[config.mk]
export PLATFORM = sky130hd
export DESIGN_NAME = uart_tx_axis_flat
export DESIGN_NICKNAME = d
export VERILOG_FILES = /design/src/rtl/uart_tx_axis_if.sv /design/src/rtl/uart_tx_axis.sv /design/src/flat_wrapper.sv
export SDC_FILE = /design/constraint.sdc
export NUM_CORES = 1
export LEC_CHECK = 0
export BUFFER_PORTS_ARGS = -buffer_cell sky130_fd_sc_hd__buf_2
export CAP_MARGIN = 10
export CORE_MARGIN = 1.5
export CORE_UTILIZATION = 25
export DETAILED_ROUTE_END_ITERATION = 10
export PLACE_DENSITY = 0.51
export RECOVER_POWER = 100
export SYNTH_ARGS = -nofsm -noshare
export SYNTH_HDL_FRONTEND = slang
export SYNTH_SLANG_ARGS = --single-unit
[constraint.sdc]
create_clock -name clock -period 5.5 [get_ports clock]
set_input_delay 0 -clock clock [delete_from_list [all_inputs] [get_ports clock]]
set_output_delay 0 -clock clock [all_outputs]
set_load 0.03 [all_outputs]
[src/rtl/uart_tx_axis_if.sv]
// AXI-Stream style word channel feeding the UART transmitter.
// The master drives data/valid and the slave answers with ready.
interface uart_tx_axis_if #(
  parameter int DATA_BITS = 8
);
  logic [DATA_BITS-1:0] tdata;
  logic                 tvalid;
  logic                 tready;

  modport master (output tdata, output tvalid, input  tready);
  modport slave  (input  tdata, input  tvalid, output tready);
endinterface

[src/rtl/uart_tx_axis.sv]
// UART transmitter: one stream word per frame, sent as a start bit, LSB-first data bits, then stop bit(s).
// The next word can be taken on the final stop-bit cycle, so frames run back-to-back with no idle gap.
module uart_tx_axis #(
  parameter int BAUD_DIVIDER = 868,
  parameter int DATA_BITS    = 8,
  parameter int STOP_BITS    = 1
) (
  input  logic           clock,
  input  logic           reset_n,
  uart_tx_axis_if.slave  saxis,
  output logic           txd,
  output logic           busy
);
  localparam int BW = $clog2(BAUD_DIVIDER);
  localparam int CW = $clog2(DATA_BITS);
  localparam logic [BW-1:0] BAUD_LAST = BW'(BAUD_DIVIDER - 1);
  localparam logic [CW-1:0] DATA_LAST = CW'(DATA_BITS - 1);
  localparam logic [CW-1:0] STOP_LAST = CW'(STOP_BITS - 1);

  typedef enum logic [1:0] {IDLE, START, DATA, STOP} state_t;

  state_t               state_q;
  logic [BW-1:0]        baud_q;
  logic [CW-1:0]        bit_q;
  logic [DATA_BITS-1:0] shift_q;
  logic                 txd_q;
  logic                 busy_q;

  logic baud_end, ready, fire;

  assign baud_end = (baud_q == BAUD_LAST);
  assign ready    = (state_q == IDLE) ||
                    ((state_q == STOP) && (bit_q == STOP_LAST) && baud_end);
  // Gating with reset_n keeps ready low while reset is held even though state already reads IDLE.
  assign saxis.tready = reset_n & ready;
  assign fire         = saxis.tvalid & ready;

  assign txd  = txd_q;
  assign busy = busy_q;

  always_ff @(posedge clock or negedge reset_n) begin
    if (!reset_n) begin
      state_q <= IDLE;
      baud_q  <= '0;
      bit_q   <= '0;
      shift_q <= '0;
      txd_q   <= 1'b1;
      busy_q  <= 1'b0;
    end else begin
      unique case (state_q)
        IDLE: begin
          if (fire) begin
            shift_q <= saxis.tdata;
            baud_q  <= '0;
            state_q <= START;
            txd_q   <= 1'b0;
            busy_q  <= 1'b1;
          end
        end
        START: begin
          if (baud_end) begin
            baud_q  <= '0;
            bit_q   <= '0;
            state_q <= DATA;
            txd_q   <= shift_q[0];
          end else begin
            baud_q  <= baud_q + 1'b1;
          end
        end
        DATA: begin
          if (baud_end) begin
            baud_q  <= '0;
            shift_q <= shift_q >> 1;
            if (bit_q == DATA_LAST) begin
              bit_q   <= '0;
              state_q <= STOP;
              txd_q   <= 1'b1;
            end else begin
              bit_q   <= bit_q + 1'b1;
              // txd is registered, so present the bit that the shift is about to expose.
              txd_q   <= shift_q[1];
            end
          end else begin
            baud_q  <= baud_q + 1'b1;
          end
        end
        STOP: begin
          if (baud_end) begin
            baud_q <= '0;
            if (bit_q == STOP_LAST) begin
              bit_q <= '0;
              if (fire) begin
                shift_q <= saxis.tdata;
                state_q <= START;
                txd_q   <= 1'b0;
              end else begin
                state_q <= IDLE;
                busy_q  <= 1'b0;
              end
            end else begin
              bit_q <= bit_q + 1'b1;
            end
          end else begin
            baud_q <= baud_q + 1'b1;
          end
        end
        default: state_q <= IDLE;
      endcase
    end
  end
endmodule

[src/flat_wrapper.sv]
// flat-port wrapper written by rule: the top's interface ports become plain ports
module uart_tx_axis_flat 
#(
  parameter int BAUD_DIVIDER = 868,
  parameter int DATA_BITS    = 8,
  parameter int STOP_BITS    = 1
)
  (clock, reset_n, txd, busy, saxis_tdata, saxis_tvalid, saxis_tready);
  uart_tx_axis_if #(.DATA_BITS(DATA_BITS)) saxis_i ();
  input  logic clock;
  input  logic reset_n;
  output logic txd;
  output logic busy;
  input wire logic [$bits(saxis_i.tdata)-1:0] saxis_tdata;
  input wire logic [$bits(saxis_i.tvalid)-1:0] saxis_tvalid;
  output wire logic [$bits(saxis_i.tready)-1:0] saxis_tready;
  assign saxis_i.tdata = saxis_tdata;
  assign saxis_i.tvalid = saxis_tvalid;
  assign saxis_tready = saxis_i.tready;
  uart_tx_axis #(.BAUD_DIVIDER(BAUD_DIVIDER), .DATA_BITS(DATA_BITS), .STOP_BITS(STOP_BITS)) u_core (.clock(clock), .reset_n(reset_n), .saxis(saxis_i), .txd(txd), .busy(busy));
endmodule
==> impl_results.md, run 1 <==
* Outcome: finished, final reports clean
* Setup Crit Path Kind: flop to flop
* Worst setup EP type: flop
* Drt wl/cell at 13.0 um
* Latest clock arrival within the worst-skew pair at 270 ps
* Worst reg2reg path depth at 6
* Critical path arrival at 2520 ps
* Leakage power at 0.815 nW
* Max VDD drop at 0.0000823 V
* TNS Setup at 0 ps
* PwrDens at 169 nW/um^2
* CTS max path bufs at 2
* Period Utilization, post-route at 0.429
* Full die area at between 7000 and 8000 sq um
* Area of the mapped netlist at 1640 sq um
* Met1 WL at 1.84 mm
* Placed cell area at 1750 sq um
* Met2 WL at around 1.6 mm
* Slew @ Worst Pin at 1480 ps
* EDFF count, synth at 0
* Post-synth ARST share at 1.00
* Initial antenna violation count at 0
* DR WL met3 at 19 um
* All-Layer GR Usage at 0.102
* Clock network power share at 0.370
* Rel. slew slack at 0.0154
* Post-synth top area share at 0.365
* I/O Buffers at 13
* Core Area at between 6000 and 7000 sq um
* R2R Path Start: u_core.state_q[0]
* Clock Pin Slew Worst Setup and Hold Paths at roughly 90 ps
* DRT Wirelength at 3.45 mm
* Final Setup Violations at 0
* Slew Limit Fails at 0
* Fillers at approximately 670
* IO Pins at 14
* Via Count at 1277
* Syn. warnings at 0
* Residual DRC at 0
* Fmax at 0.424 GHz
* Startpoint types: flop
* Top post-synthesis cells by area: dfrtp_1 (37%), ha_1 (7.6%), nand2_1 (4.1%)
* Count leader, synth: dfrtp_1
* Hold depth at 3
* Area growth, synth to finish at 10.6%
* Post-synth top cells: dfrtp_1 (24), nand2_1 (18), nor2_1 (17)
* Synth cell types at 45
* Capturing point of the worst reg2reg path: u_core.shift_q[0]
* Post-DR vias/cell at 4.82
* Share of post-route cells with drive strength above 1 at 0.101
* Worst Hold Launch: saxis_tdata[4]
* Antenna Cells at 0
* Initial Util at 0.259
* Drt first pass iters at 4
* Cts repair resizes at 0
* Sequential share of power at 0.599
* Synthesized area per cell at 9.39 sq um
* DR top layer: met4
* CTS Hold Bufs at 3
* Synth area leader: dfrtp_1
* CTS Sinks at 25
* Sw Pwr at ~0.000067 W
* Synth Register Bits at 25
* Htree depth at 1
* Initial DRC Count at 83
* Chip height at 84.1 um
* First-pass GRT wire length at 5.93 mm
* Post-Syn Nets at 196
* Sequential area share after synthesis at 0.381
* Number of buffers created by CTS at 3
* Row count at 29
* RSZ-0062 raised after global routing: false
* Setup bufs post-CTS at 0
* Vias in the first global route at 1248
* Fin nets at 210
* Post-route ant nets at 0
* Gpl congestion at 0.775
* Width of the die at approximately 84 um
* Sw Share at 0.219
* Crit Path Max Fanout at 25
* Clock skew at 2.82 ps
* Crit path required time at 5660 ps
* Largest net degree at the start of global routing at 27
* Post-synthesis cell count at 175
* Min-delay worst type: input pin to flop
* Total internal power at 0.000240 W
* WHS Endpoint: u_core.shift_q[4]
* Final Hold Vio Count at 0
* FF-to-FF setup slack at 3140 ps
* Ys flop type: dfrtp_1
* Gr ovfl total at 0
* Clk root buf: clkbuf_8
* Crit path time final at 2360 ps
* Design area at 1820 sq um
* Logic pwr share at 0.031
* Max_cap viols at 0
* CTS tree: done
* DPL Wire Length at around 2.5 mm
[placed cells by master, fill, tap and decap left out, types with 3 or more instances in the layout]
master	instances
dfrtp_1	24
nand4b_1	6
nand3_1	13
ha_1	10
and3_1	3
nor2b_1	9
a21oi_1	7
nand2b_1	3
inv_1	8
nand4_1	4
clkbuf_1	5
nor2_1	17
clkbuf_8	3
nand2_1	18
dlygate4sd3_1	3
a32oi_1	5
xor2_1	4
buf_2	9
xnor2_1	4
[final cells by class]
cell class / count / area, sq um / share of cell area
Multi-Input combinational cell: 135 / 930 / 0.511
Sequential cell: 25 / 627 / 0.345
Tap cell: 77 / 96.3 / 0.0530
Timing Repair Buffer: 16 / 90.1 / 0.0496
Clock buffer: 4 / 45.0 / 0.0248
Inverter: 8 / 30.0 / 0.0165
[per-layer routing]
| metal | track usage | vias up |
|---|---|---|
| li1 | - | 657 |
| met1 | 0.142 | 615 |
| met2 | 0.163 | 3 |
| met3 | 0.00890 | 2 |
| met4 | 0.0358 | 0 |
| met5 | 0 | - |
[power groups by stage]
stage | clock network (W) | logic [W] | registers (W)
after CTS | 0.000117 | 0.0000101 | 0.000184
after global placement | 0 | 0.00000845 | 0.000187
after global routing | 0.000122 | 0.0000110 | 0.000184
after detailed placement | 0 | 0.00000849 | 0.000187
final | 0.000114 | 0.00000952 | 0.000184
after floorplan | 0 | 0.000000230 | 0.000187
[worst max-delay path by stage]
stage          cells after the start         startpoint  slack, ps           endpoint
2_1_floorplan                      7  u_core.state_q[0]       3500  u_core.shift_q[0]
3_3_place_gp                       6  u_core.state_q[0]       3210  u_core.shift_q[2]
3_5_place_dp                       6  u_core.state_q[0]       3160  u_core.shift_q[0]
4_1_cts                            6  u_core.state_q[0]       3160  u_core.shift_q[0]
5_1_grt                            6  u_core.state_q[0]       2990  u_core.shift_q[7]
6_report                           6  u_core.state_q[0]       3140  u_core.shift_q[0]
[sequential cells by signal, indices dropped and copies added, names as in the netlist]
register,flops
u_core.shift_q,8
u_core.busy,1
u_core.bit_q,3
u_core.txd,1
u_core.baud_q,10
u_core.state_q,2
[worst max-delay path: stages, from the launching register on]
cell,delay [ps]
dfrtp_1,400
inv_1,110
ha_1,460
or3_1,460
and3_1,310
o31a_1,280
o221a_1,220
[through the flow]
step                      total power [W]  hold WS [ps]   util  instances  worst slack, ps
after floorplan                  0.000188          -296      -        175             3500
after global placement           0.000196          52.1  0.276        258             3210
after detailed placement         0.000196          55.0  0.276        258             3160
after CTS                        0.000311          6.32  0.288        265             3160
after global routing             0.000317          4.75  0.286        265             2990
final                            0.000307          5.41  0.286        265             3140
[kinds of logic after synthesis]
kind of cell	share of synthesized area
xor+xnor	0.0426
buf+inv	0.0502
fa+ha+maj	0.0761
compound gates	0.129
flops	0.381
mux	0.0129
simple gates	0.307
Power figures use the tool's default switching activity.
==> run 2, diff against run 1 <==
--- a/config.mk
+++ b/config.mk
@@ -10,7 +10,7 @@
 export CORE_MARGIN = 1.5
 export CORE_UTILIZATION = 25
 export DETAILED_ROUTE_END_ITERATION = 10
-export PLACE_DENSITY = 0.51
+export PLACE_DENSITY = 0.52
 export RECOVER_POWER = 100
 export SYNTH_ARGS = -nofsm -noshare
 export SYNTH_HDL_FRONTEND = slang
==> constraint.sdc (replaced) <==
create_clock -name clock -period 2 [get_ports clock]
set_input_delay 0 -clock clock [delete_from_list [all_inputs] [get_ports clock]]
set_output_delay 0 -clock clock [all_outputs]
set_load 0.03 [all_outputs]
==> impl_results.md, run 2 (synthesis results as in run 1) <==
* Post-route ant nets at 0 (unchanged)
* DRT Wirelength at 3.53 mm (was 3.45 mm)
* Latest clock arrival within the worst-skew pair at 260 ps (was 270 ps)
* Slew @ Worst Pin at 1420 ps (was 1480 ps)
* Critical path arrival at 2070 ps (was 2520 ps)
* Number of flip-flops in the largest register at 10 (unchanged)
* Clk root buf: clkbuf_8 (unchanged)
* Via Count at 1346 (was 1277)
* Setup Crit Path Kind: flop to flop (unchanged)
* Number of buffers created by CTS at 3 (unchanged)
* All-Layer GR Usage at 0.106 (was 0.102)
* Most frequent cells in the layout: dfrtp_1 (24), nand2_1 (18), nor2_1 (17) (unchanged)
* DPL Wire Length at 2.63 mm (was 2.51 mm)
* CTS Sinks at 25 (unchanged)
* Placed Instances at 269 (was 258)
* Gpl congestion at 0.796 (was 0.775)
* Crit path from: u_core.state_q[0] (unchanged)
* Drt wl/cell at 12.8 um (was 13.0 um)
* Clock skew at 1.67 ps (was 2.82 ps)
* Final Setup Violations at 0 (unchanged)
* Leakage power at 0.856 nW (was 0.815 nW)
* Setup bufs post-CTS at 0 (unchanged)
* CTS tree: done (unchanged)
* Post-DR vias/cell at 4.88 (was 4.82)
* Rel. slew slack at 0.0549 (was 0.0154)
* Fin cells at 276 (was 265)
* First-pass GRT wire length at 6.18 mm (was 5.93 mm)
* Initial Util at 0.259 (unchanged)
* Worst setup EP type: flop (unchanged)
* Full die area at 7070 sq um (unchanged)
* Min-delay worst type: input pin to flop (unchanged)
* Max VDD drop at 0.000215 V (was 0.0000823 V)
* CP Cell Sequence: inv_2 -> ha_2 -> or3_1 -> and3_1 -> o31a_1 -> o221a_1 (was inv_1 -> ha_1 -> or3_1 -> and3_1 -> o31a_1 -> o221a_1)
* Most common cell after layout, fill and taps aside: dfrtp_1 (unchanged)
* CP max stage delay at 430 ps (was 460 ps)
* Crit Path Max Fanout at 5 (was 25)
* Residual DRC at 0 (unchanged)
* PwrDens at 437 nW/um^2 (was 169 nW/um^2)
* Crit path required time at 2160 ps (was 5660 ps)
* Share of post-route cells with drive strength above 1 at 0.181 (was 0.101)
* Antenna Cells at 0 (unchanged)
* Largest net degree at the start of global routing at 26 (was 27)
* Gr ovfl total at 0 (unchanged)
* Htree depth at 1 (unchanged)
* Biggest regs: u_core.baud_q: 10 flops, u_core.shift_q: 8 flops, u_core.bit_q: 3 flops (unchanged)
* RSZ-0062 raised after global routing: false (unchanged)
* Initial DRC Count at 123 (was 83)
* Width of the die at 84.1 um (unchanged)
* Vias in the first global route at 1343 (was 1248)
* IO Pins at 14 (unchanged)
* Clock Pin Slew Worst Setup and Hold Paths at 80 ps (was 90 ps)
* Outcome: finished, final reports clean (unchanged)
* TNS Setup at 0 ps (unchanged)
* CTS max path bufs at 2 (unchanged)
* Fin nets at 221 (was 210)
* Max_cap viols at 0 (unchanged)
* Area growth, synth to finish at 15.8% (was 10.6%)
* Worst Hold Launch: saxis_tdata[5] (was saxis_tdata[4])
* Slew Limit Fails at 0 (unchanged)
* Fmax at 0.524 GHz (was 0.424 GHz)
* Chip height at 84.1 um (unchanged)
* Initial antenna violation count at 0 (unchanged)
* Drt first pass iters at 4 (unchanged)
* Row count at 29 (unchanged)
* Largest Register: u_core.baud_q (unchanged)
* Final Hold Vio Count at 0 (unchanged)
* R2R Path Start: u_core.state_q[0] (unchanged)
* I/O Buffers at 13 (unchanged)
* Crit path time final at 1910 ps (was 2360 ps)
* Core Area at 6350 sq um (unchanged)
* Period Utilization, post-route at 0.955 (was 0.429)
* Startpoint types: flop (unchanged)
* Crit-path slowest cell: dfrtp_1 (was ha_1)
run 2: cell types whose count changed in the layout (fill, tap and decap cells not counted), sizes merged:
cell | before | now
buf | 9 | 15
clkbuf | 8 | 13
run 2: worst paths after layout:
path,end,slack [ps],cells past startpoint
worst max-delay path,u_core.shift_q[2],90,6
worst max register to register,u_core.shift_q[2],90,6
max in group asynchronous,u_core.shift_q[1],400,3
worst min register to register,u_core.baud_q[1],490,2
min in group asynchronous,u_core.shift_q[6],770,3
worst min-delay path,u_core.shift_q[5],9,3
run 2: layout make-up:
class                           instances  area (sq um)
Tap cell                               77          96.3
Multi-Input combinational cell        135           947
Sequential cell                        25           627
Inverter                                8          30.0
Clock buffer                            4          45.0
Timing Repair Buffer                   27           158
Fill cell                             660          4450
run 2: timing repair:
action | 4_1_cts | 5_1_grt
hold buffers | 3 | 0
hold endpoints to repair | 26 | 0
gates resized for setup | 0 | 6
endpoints found under the setup margin | 0 | 4
run 2: layer usage:
layer | GRT usage | share of wire
met1 | 0.139 | 0.47
met2 | 0.182 | 0.50
met3 | 0.00890 | 0.017
met4 | 0.0358 | 0.013
met5 | 0 | 0
run 2: where the power goes:
group	leakage (nW)	internal (W)	total [W]	switching, W
Clock	0.0228	0.000142	0.000299	0.000156
Combinational	0.539	0.0000113	0.0000274	0.0000161
Sequential	0.294	0.000505	0.000505	0
run 2: metrics by stage:
stage	area (sq um)	power [W]	utilization	setup slack, ps	hold slack (ps)
2_1_floorplan	1640	0.000516	-	2.02	-296
3_3_place_gp	1840	0.000541	0.289	73.8	85.4
3_5_place_dp	1840	0.000540	0.289	42.9	77.3
4_1_cts	1910	0.000862	0.301	28.6	2.11
5_1_grt	1900	0.000880	0.300	5.86	29.0
6_report	1900	0.000831	0.300	90.5	8.87
run 2: worst max-delay path, delay by kind of cell (launching register included):
| family | cells | cell delay (ps) |
|---|---|---|
| compound gates | 2 | 480 |
| simple gates | 2 | 600 |
| buf+inv | 1 | 90 |
| fa+ha+maj | 1 | 210 |
| flops | 1 | 430 |
